===== config.mk =====
export PLATFORM = sky130hd
export DESIGN_NAME = rtc_seg_demux
export DESIGN_NICKNAME = d
export VERILOG_FILES = /design/src/rtl/rtc_seg_pkg.sv /design/src/rtl/rtc_seg_decode.sv /design/src/rtl/rtc_seg_demux.sv
export SDC_FILE = /design/constraint.sdc
export NUM_CORES = 1
export LEC_CHECK = 0
export BUFFER_PORTS_ARGS = -buffer_cell sky130_fd_sc_hd__buf_2
export CAP_MARGIN = 5
export CELL_PAD_IN_SITES_DETAIL_PLACEMENT = 0
export CELL_PAD_IN_SITES_GLOBAL_PLACEMENT = 2
export CORE_MARGIN = 1
export CORE_UTILIZATION = 38
export CTS_CLUSTER_SIZE = 24
export DETAILED_ROUTE_END_ITERATION = 16
export PLACE_DENSITY_LB_ADDON = 0.1
export SYNTH_ARGS = -nofsm -noshare
export SYNTH_HDL_FRONTEND = slang
export SYNTH_SLANG_ARGS = --single-unit
export TNS_END_PERCENT = 5

===== constraint.sdc =====
create_clock -name i_sys_clk -period 8.1 [get_ports i_sys_clk]
set_input_delay 0.405 -clock i_sys_clk [delete_from_list [all_inputs] [get_ports i_sys_clk]]
set_output_delay 0.405 -clock i_sys_clk [all_outputs]
set_load 0.01 [all_outputs]

===== src/rtl/rtc_seg_pkg.sv =====
// Shared types and constants for the multiplexed RTC display demultiplexer.
package rtc_seg_pkg;

  typedef enum logic [1:0] {
    ST_IDLE,
    ST_SETTLE,
    ST_HOLD
  } state_e;

  localparam int NUM_OF_DIGITS = 6;

  // Active-low segment codes for digits 0..9 with the decimal point dark.
  localparam logic [7:0] CODE_0 = 8'hC0;
  localparam logic [7:0] CODE_1 = 8'hF9;
  localparam logic [7:0] CODE_2 = 8'hA4;
  localparam logic [7:0] CODE_3 = 8'hB0;
  localparam logic [7:0] CODE_4 = 8'h99;
  localparam logic [7:0] CODE_5 = 8'h92;
  localparam logic [7:0] CODE_6 = 8'h82;
  localparam logic [7:0] CODE_7 = 8'hF8;
  localparam logic [7:0] CODE_8 = 8'h80;
  localparam logic [7:0] CODE_9 = 8'h90;

  localparam logic [7:0] BLANK_DIGITS = 8'hFF;

endpackage


===== src/rtl/rtc_seg_decode.sv =====
// Combinational decode of one captured segment code to BCD plus decimal point.
module rtc_seg_decode
  import rtc_seg_pkg::*;
(
  input  logic [7:0] i_code,
  output logic [3:0] o_bcd,
  output logic       o_dp,
  output logic       o_invalid
);

  always_comb begin
    o_invalid = 1'b0;
    o_dp      = ~i_code[7];
    // The ten legal codes all carry a dark dp; anything else is flagged.
    case (i_code)
      CODE_0:  o_bcd = 4'd0;
      CODE_1:  o_bcd = 4'd1;
      CODE_2:  o_bcd = 4'd2;
      CODE_3:  o_bcd = 4'd3;
      CODE_4:  o_bcd = 4'd4;
      CODE_5:  o_bcd = 4'd5;
      CODE_6:  o_bcd = 4'd6;
      CODE_7:  o_bcd = 4'd7;
      CODE_8:  o_bcd = 4'd8;
      CODE_9:  o_bcd = 4'd9;
      default: begin
        o_bcd     = 4'hF;
        o_invalid = 1'b1;
      end
    endcase
  end

endmodule


===== src/rtl/rtc_seg_demux.sv =====
// Samples a multiplexed 6-digit segment display, debounces each slot and
// publishes complete frames atomically with decode and staleness status.
module rtc_seg_demux
  import rtc_seg_pkg::*;
#(
  parameter int SETTLE_CYCLES = 16,
  parameter int STALE_CYCLES  = 1000000
) (
  input  logic        i_sys_clk,
  input  logic        i_reset_n,
  input  logic [7:0]  i_segments,
  input  logic [7:0]  i_digits,
  output logic [47:0] o_seg_raw,
  output logic [23:0] o_bcd,
  output logic [5:0]  o_dp,
  output logic        o_frame_valid,
  output logic        o_err_pattern,
  output logic        o_err_code,
  output logic        o_stale
);

  localparam int SETTLE_W = $clog2(SETTLE_CYCLES + 1);
  localparam int STALE_W  = $clog2(STALE_CYCLES + 1);

  logic [7:0]          seg_in_q, seg_in_d, dig_in_q, dig_in_d;
  state_e              state_q, state_d;
  logic [SETTLE_W-1:0] settle_cnt_q, settle_cnt_d;
  logic [STALE_W-1:0]  stale_cnt_q, stale_cnt_d;
  logic [5:0]          mask_q, mask_d;
  logic [47:0]         shadow_raw_q, shadow_raw_d;
  logic [23:0]         shadow_bcd_q, shadow_bcd_d;
  logic [5:0]          shadow_dp_q, shadow_dp_d;
  logic [47:0]         seg_raw_q, seg_raw_d;
  logic [23:0]         bcd_q, bcd_d;
  logic [5:0]          dp_q, dp_d;
  logic                frame_valid_q, frame_valid_d;
  logic                err_pattern_q, err_pattern_d;
  logic                err_code_q, err_code_d;
  logic                stale_q, stale_d;

  logic [3:0] cap_bcd;
  logic       cap_dp, cap_invalid;
  logic       changed, is_blank, is_legal, capture, frame_fire;
  logic [5:0] slot_sel;

  rtc_seg_decode u_decode (
    .i_code    (seg_in_q),
    .o_bcd     (cap_bcd),
    .o_dp      (cap_dp),
    .o_invalid (cap_invalid)
  );

  assign slot_sel = ~dig_in_q[NUM_OF_DIGITS-1:0];
  assign is_blank = (dig_in_q == BLANK_DIGITS);
  assign is_legal = (dig_in_q[7:6] == 2'b11) && ($countones(slot_sel) == 1);

  always_comb begin
    seg_in_d      = i_segments;
    dig_in_d      = i_digits;
    state_d       = state_q;
    settle_cnt_d  = settle_cnt_q;
    stale_cnt_d   = stale_cnt_q;
    shadow_raw_d  = shadow_raw_q;
    shadow_bcd_d  = shadow_bcd_q;
    shadow_dp_d   = shadow_dp_q;
    seg_raw_d     = seg_raw_q;
    bcd_d         = bcd_q;
    dp_d          = dp_q;
    stale_d       = stale_q;
    frame_valid_d = 1'b0;
    err_pattern_d = 1'b0;
    err_code_d    = 1'b0;
    capture       = 1'b0;
    changed       = ({dig_in_d, seg_in_d} != {dig_in_q, seg_in_q});
    frame_fire    = (mask_q == 6'h3F);
    mask_d        = frame_fire ? 6'h00 : mask_q;

    if (frame_fire) begin
      seg_raw_d     = shadow_raw_q;
      bcd_d         = shadow_bcd_q;
      dp_d          = shadow_dp_q;
      frame_valid_d = 1'b1;
      stale_d       = 1'b0;
    end

    // The classification fires once, on the last cycle of an unbroken settle.
    if (changed) begin
      state_d      = ST_SETTLE;
      settle_cnt_d = '0;
    end else if (state_q == ST_SETTLE) begin
      if (settle_cnt_q == SETTLE_W'(SETTLE_CYCLES - 1)) begin
        if (is_blank) begin
          state_d = ST_IDLE;
        end else begin
          state_d       = ST_HOLD;
          capture       = is_legal;
          err_pattern_d = ~is_legal;
        end
      end else begin
        settle_cnt_d = settle_cnt_q + 1'b1;
      end
    end

    if (capture) begin
      for (int i = 0; i < NUM_OF_DIGITS; i++) begin
        if (slot_sel[i]) begin
          shadow_raw_d[8*i +: 8] = seg_in_q;
          shadow_bcd_d[4*i +: 4] = cap_bcd;
          shadow_dp_d[i]         = cap_dp;
        end
      end
      mask_d     = mask_d | slot_sel;
      err_code_d = cap_invalid;
    end

    if (capture) begin
      stale_cnt_d = '0;
    end else if (stale_cnt_q != STALE_W'(STALE_CYCLES)) begin
      stale_cnt_d = stale_cnt_q + 1'b1;
    end
    if (!frame_fire && stale_cnt_d == STALE_W'(STALE_CYCLES)) begin
      stale_d = 1'b1;
    end
  end

  always_ff @(posedge i_sys_clk) begin
    if (!i_reset_n) begin
      seg_in_q      <= 8'hFF;
      dig_in_q      <= BLANK_DIGITS;
      state_q       <= ST_IDLE;
      settle_cnt_q  <= '0;
      stale_cnt_q   <= '0;
      mask_q        <= '0;
      shadow_raw_q  <= '0;
      shadow_bcd_q  <= '0;
      shadow_dp_q   <= '0;
      seg_raw_q     <= 48'hFFFF_FFFF_FFFF;
      bcd_q         <= '0;
      dp_q          <= '0;
      frame_valid_q <= 1'b0;
      err_pattern_q <= 1'b0;
      err_code_q    <= 1'b0;
      stale_q       <= 1'b0;
    end else begin
      seg_in_q      <= seg_in_d;
      dig_in_q      <= dig_in_d;
      state_q       <= state_d;
      settle_cnt_q  <= settle_cnt_d;
      stale_cnt_q   <= stale_cnt_d;
      mask_q        <= mask_d;
      shadow_raw_q  <= shadow_raw_d;
      shadow_bcd_q  <= shadow_bcd_d;
      shadow_dp_q   <= shadow_dp_d;
      seg_raw_q     <= seg_raw_d;
      bcd_q         <= bcd_d;
      dp_q          <= dp_d;
      frame_valid_q <= frame_valid_d;
      err_pattern_q <= err_pattern_d;
      err_code_q    <= err_code_d;
      stale_q       <= stale_d;
    end
  end

  assign o_seg_raw     = seg_raw_q;
  assign o_bcd         = bcd_q;
  assign o_dp          = dp_q;
  assign o_frame_valid = frame_valid_q;
  assign o_err_pattern = err_pattern_q;
  assign o_err_code    = err_code_q;
  assign o_stale       = stale_q;

endmodule

* Word-level counts from Yosys, hierarchy flattened
Index checks and enable logic that the tools add are counted.
** Word-level totals
- Register bits :: 209
- Input port bits :: 18
- Output and inout bits :: 82
- Logic and storage cells :: 101
** Operators by class
- Add/subtract/negate cells :: 7
- Equality and inequality tests :: 19
- Mux-type cells :: 17
- Bitwise operators :: 7
- Reductions and logical operators :: 19
** Operators by type and width (number)
- $eq 8x8->1 const B :: 11
- $mux 20 :: 2
- $pmux 4 s10 :: 1
- $add 20x1->20 const B :: 1
- $eq 20x20->1 const B :: 1
- $ne 20x20->1 const B :: 1
- $reduce_and 2->1 :: 10
- $ne 16x16->1 :: 1
- $mux 6 :: 2
- $mux 1 :: 11
- $reduce_or 10->1 :: 1
- $add 1x1->2 :: 3
- $eq 6x6->1 const B :: 1
- $not 6->6 :: 1
- $or 6x6->6 :: 1
- $reduce_bool 2->1 :: 3
- $add 5x1->5 const B :: 1
- $eq 5x4->1 const B :: 1
- $not 1->1 :: 5
- $reduce_or 5->1 :: 1
- $add 3x2->4 :: 1
- $eq 4x1->1 const B :: 1
- $add 2x2->3 :: 1
- $eq 2x1->1 const B :: 1
- 5 further kinds :: 6

* Longest topological paths before layout
- Depth after elaboration :: 14
- Mapped depth :: 13
- Depth with buffers taken out :: 10

* Modules after synthesis
A second synthesis with hierarchy kept.
** Unflattened totals
- Cells, all modules :: 912
- Area, all modules :: 8335.5 um^2
** Modules (own cells, without submodules)
- rtc_seg_demux :: times used 1, cells an instance 883, area an instance 8117.8 um^2, sequential area each 4184.0 um^2
- rtc_seg_decode :: times used 1, cells an instance 29, area an instance 217.7 um^2, sequential area each 0.0 um^2

* Worst setup path after synthesis
No wires, ideal clock.
- Path kind :: reg-to-reg
- From :: register dig_in_q[0]
- To :: register shadow_bcd_q[16]
- Library setup time :: 0.128 ns
- Arrival :: 3.410 ns
- Data required time :: 7.972 ns
- Setup slack :: 4.562 ns
- Stages on the path, launching flop included :: 13
- Path buffers :: 2
- Period minus slack after synthesis :: 3.538 ns
- Cell sequence :: dfxtp_1 > fa_1 > inv_1 > fa_1 > ha_1 > fa_1 > nand4b_1 > or3b_1 > buf_6 > nor3_4 > buf_8 > mux2i_1 > nor2_1
** On the way
- Word-level cells in the longest chain between the ends :: 11
- Elaborated cells on any way between the ends :: 13
- Those cells by class :: add/sub: 3; eq/ne: 3; mux: 4; bitwise: 1; reduce/logical: 2
** Ends and longest elaborated chain
- start, declared :: RTL line rtc_seg_demux.sv:25 : logic [7:0] seg_in_q, seg_in_d, dig_in_q, dig_in_d;
- start signal, assigned :: RTL line rtc_seg_demux.sv:146 : dig_in_q <= dig_in_d;
- $not 6->6 :: RTL line rtc_seg_demux.sv:53 : assign slot_sel = ~dig_in_q[NUM_OF_DIGITS-1:0];
- $add 1x1->2 (implied by the code) :: RTL line rtc_seg_demux.sv:55 : assign is_legal = (dig_in_q[7:6] == 2'b11) && ($countones(slot_sel) == 1);
- $add 2x2->3 (implied by the code) :: RTL line rtc_seg_demux.sv:55
- $add 3x2->4 (implied by the code) :: RTL line rtc_seg_demux.sv:55
- $eq 4x1->1 :: RTL line rtc_seg_demux.sv:55
- $logic_and 1x1->1 :: RTL line rtc_seg_demux.sv:55
- $mux 1 :: RTL line rtc_seg_demux.sv:92 : if (is_blank) begin
- $mux 1 :: RTL line rtc_seg_demux.sv:91 : if (settle_cnt_q == SETTLE_W'(SETTLE_CYCLES - 1)) begin
- $mux 1 :: RTL line rtc_seg_demux.sv:90 : end else if (state_q == ST_SETTLE) begin
- $mux 1 * :: RTL line rtc_seg_demux.sv:87 : if (changed) begin
- $reduce_and 2->1 (no source line) *
- end signal, assigned :: RTL line rtc_seg_demux.sv:152 : shadow_bcd_q <= shadow_bcd_d;
- end, declared :: RTL line rtc_seg_demux.sv:31 : logic [23:0] shadow_bcd_q, shadow_bcd_d;
Mark *: on every way between the ends. The rest lies on a longest branch, timed or not.
A chain may end at the register's enable or synchronous reset.

* Worst setup path in the final report
- From :: register dig_in_q[1]
- To :: register shadow_bcd_q[6]
** On the way
- Word-level cells in the longest chain between the ends :: 11
- Elaborated cells on any way between the ends :: 13
- Those cells by class :: add/sub: 3; eq/ne: 3; mux: 4; bitwise: 1; reduce/logical: 2
** Ends and longest elaborated chain (RTL line)
- $not 6->6 :: rtc_seg_demux.sv:53
- $add 1x1->2 (implied by the code) :: rtc_seg_demux.sv:55
- $add 2x2->3 (implied by the code) :: rtc_seg_demux.sv:55
- $add 3x2->4 (implied by the code) :: rtc_seg_demux.sv:55
- $eq 4x1->1 :: rtc_seg_demux.sv:55
- $logic_and 1x1->1 :: rtc_seg_demux.sv:55
- $mux 1 :: rtc_seg_demux.sv:92
- $mux 1 :: rtc_seg_demux.sv:91
- $mux 1 :: rtc_seg_demux.sv:90
- $mux 1 :: rtc_seg_demux.sv:87
- $reduce_and 2->1 (no source line) *
Marks and branches as above.

==> results.yml <==
clocking:
  cts_buffers: 23
  htree_levels: 1
  path_clk_slew_ns: 0.05
  cts-root-buf: "clkbuf_16"
  cts_resized: 0
  cts_tree: "built"
  clock_path_buffers: 3
  hold_buffers: 0
  clock_latency_ns: 0.51
  clock-sinks: 209
  postCtsSetupRepairBufs: 0
setup_path:
  path_max_fanout: 15
  crit_type: "flip-flop to flip-flop"
  crit_required_ns: 8.45
  cp.arrival_ns: 4.64
  end_kind: "flip-flop"
  crit_path_start_kind: "flip-flop"
finish:
  final_cell_mix: "dfxtp_1, nand2_1, nor2_1"
  drive_gt1_frac: 0.1552
  design_area_mm2: 0.009535
  regArea_mm2: 0.004184
  area_delta_synth_final_pct: 14.93
  diodes: 0
  multi_input_area_mm2: 0.003692
  layout.nets: 1004
  fin_cells: 1267
  final_common_cell: "dfxtp_1"
  fill_cells: 2144
min_path:
  hold_path.class: "input port to flip-flop"
synth:
  ys_seq_area_frac: 0.5043
  synth_cell_types: 60
  syn_area_mm2: 0.008297
  syn_nets: 941
  synth-seq-cells: 209
  yosysWarnings: 0
  ys_async_sr_fraction: 0
  synth_edf_count: 0
  syn_area_per_cell_um2: 9.077
  synthCells: 914
  synth_flop_cell: "dfxtp_1"
status:
  status: "complete, no violations"
route:
  routed_via_density: 4.923
  ant_nets: 0
  drtPass1Iterations: 5
  num_vias: 6237
  drtIter0Drc: 260
  wire_per_inst_um: 15.62
  drc: 0
  wl_um: 19800
sta:
  worst_pin_slew_ns: 1.115
  layout_min_cycle_time_ns: 4.288
  finalHoldViolations: 0
  slew_headroom: 0.2544
  slew_viol_final: 0
  tns_ns: 0
  rsz0062_at_grt: "no"
  fmax_mhz: 233.2
  setup_viol: 0
  fin_ws_ns: 3.812
  skew_ns: 0.01328
  fin_crit_sh: 0.5294
floorplanning:
  dieHeight_um: 149.8
  rows: 53
  dieArea_mm2: 0.02243
  start_util: 0.3910
  io_pins: 100
  die-width_um: 149.8
  coreArea_mm2: 0.02122
job:
  maxCapViolCount: 0
power:
  p_int_mw: 1.667
  p_per_area_mw_per_mm2: 222.7
  comb_power_share: 0.025
  fin_total_pwr_mw: 2.124
  seq_power_share: 0.496
  vdd_drop_max_v: 0.0001624
  switchingPower_mw: 0.4562
  p_clk_frac: 0.479
  p_leak_nw: 3.777
  sw_frac_of_total: 0.2148
placed_design:
  place_congestion: 0.8193
  dp_hpwl_um: 12620
  dp_cells: 1227
  post-place-ws_ns: 3.787
  place_area_mm2: 0.008803
  port_buffers: 99
global_routing:
  grt_pass1_vias: 6078
  grt_overflow: 0
  use_met2: 0.2963
  grt_use_total: 0.1800
  antenna_found_initial: 0
  grt_start_max_net_pins: 107
  use_met1: 0.2439
  top_usage_layer: "met2"
  grt_pass1_wl_um: 32100
  grt_use_met3: 0.02622
-- critical path, cell delays in order, from the launching register on --
cell,delay (ns)
dfxtp_1,0.46
fa_1,0.46
inv_1,0.09
fa_1,0.41
ha_1,0.21
fa_1,0.43
nand4b_1,0.19
or3b_1,0.63
nor3_4,0.92
mux2i_1,0.28
nor2_1,0.05
-- worst paths after layout --
path / startpoint / to / slack [ns] / cells past startpoint
worst min-delay path: i_segments[0] / seg_in_q[0] / 0.11 / 2
worst max register to register: dig_in_q[1] / shadow_bcd_q[6] / 3.81 / 10
worst min register to register: o_bcd[13] / o_bcd[13] / 0.45 / 2
worst max-delay path: dig_in_q[1] / shadow_bcd_q[6] / 3.81 / 10
-- cell usage after synthesis, types with 5 or more instances --
cell	number	area share
dfxtp_1	209	0.50
nand2_1	170	0.077
nor2_1	115	0.052
mux2i_1	76	0.092
nand3_1	58	0.035
a21oi_1	46	0.028
clkbuf_1	42	0.019
xor2_1	30	0.032
nand2b_1	16	0.012
inv_1	15	0.0068
nand4_1	12	0.0090
and3_1	10	0.0075
xnor2_1	10	0.011
o21ai_0	8	0.0048
buf_2	6	0.0036
ha_1	6	0.0090
nor3_1	6	0.0036
nor3_4	6	0.012
nor4_1	6	0.0045
buf_8	5	0.0090
-- metrics by stage --
step	util	hold WS, ns
2_1_floorplan	-	0.4287
3_3_place_gp	0.4149	0.4420
3_5_place_dp	0.4149	0.4446
4_1_cts	0.4494	0.09146
5_1_grt	0.4494	0.1053
6_report	0.4494	0.1065
-- cells by family after synthesis --
family | count (synthesis) | share of synthesized area
buffers and inverters | 80 | 0.05188
XOR/XNOR | 40 | 0.04223
multiplexers | 77 | 0.09305
AO/OA/AOI/OAI | 73 | 0.05128
adder cells (fa/ha/maj) | 9 | 0.01629
AND/OR/NAND/NOR | 426 | 0.2410
flip-flops | 209 | 0.5043
-- metal layers --
layer	vias to the layer above	share of wire
li1	3169	-
met1	2915	0.48
met2	123	0.46
met3	30	0.040
met4	0	0.020
met5	-	0
-- layout make-up --
class                      instances  share of cell area
clock buffer                      33             0.06745
clock inverter                     7            0.009316
inverter                          15            0.006036
multi-input combinational        625              0.3872
sequential                       209              0.4388
tap                              275             0.03608
timing repair buffer             103             0.05511
-- power by group through the flow --
stage | Combinational (mW) | Clock [mW] | Sequential [mW]
floorplan | 0.0483 | 0 | 1.06
finish | 0.0538 | 1.02 | 1.05
global placement | 0.0536 | 0 | 1.07
detailed placement | 0.0548 | 0 | 1.08
CTS | 0.0549 | 1.05 | 1.05
global route | 0.0605 | 1.10 | 1.05
-- flip-flops by register name, indices dropped and copies added (netlist names), 2 cells and up --
| name | flops |
|---|---|
| stale_cnt_q | 20 |
| o_bcd | 24 |
| seg_in_q | 8 |
| shadow_dp_q | 6 |
| dig_in_q | 8 |
| settle_cnt_q | 5 |
| state_q | 2 |
| shadow_raw_q | 48 |
| o_dp | 6 |
| mask_q | 6 |
| o_seg_raw | 48 |
| shadow_bcd_q | 24 |
Power figures use the tool's default switching activity.
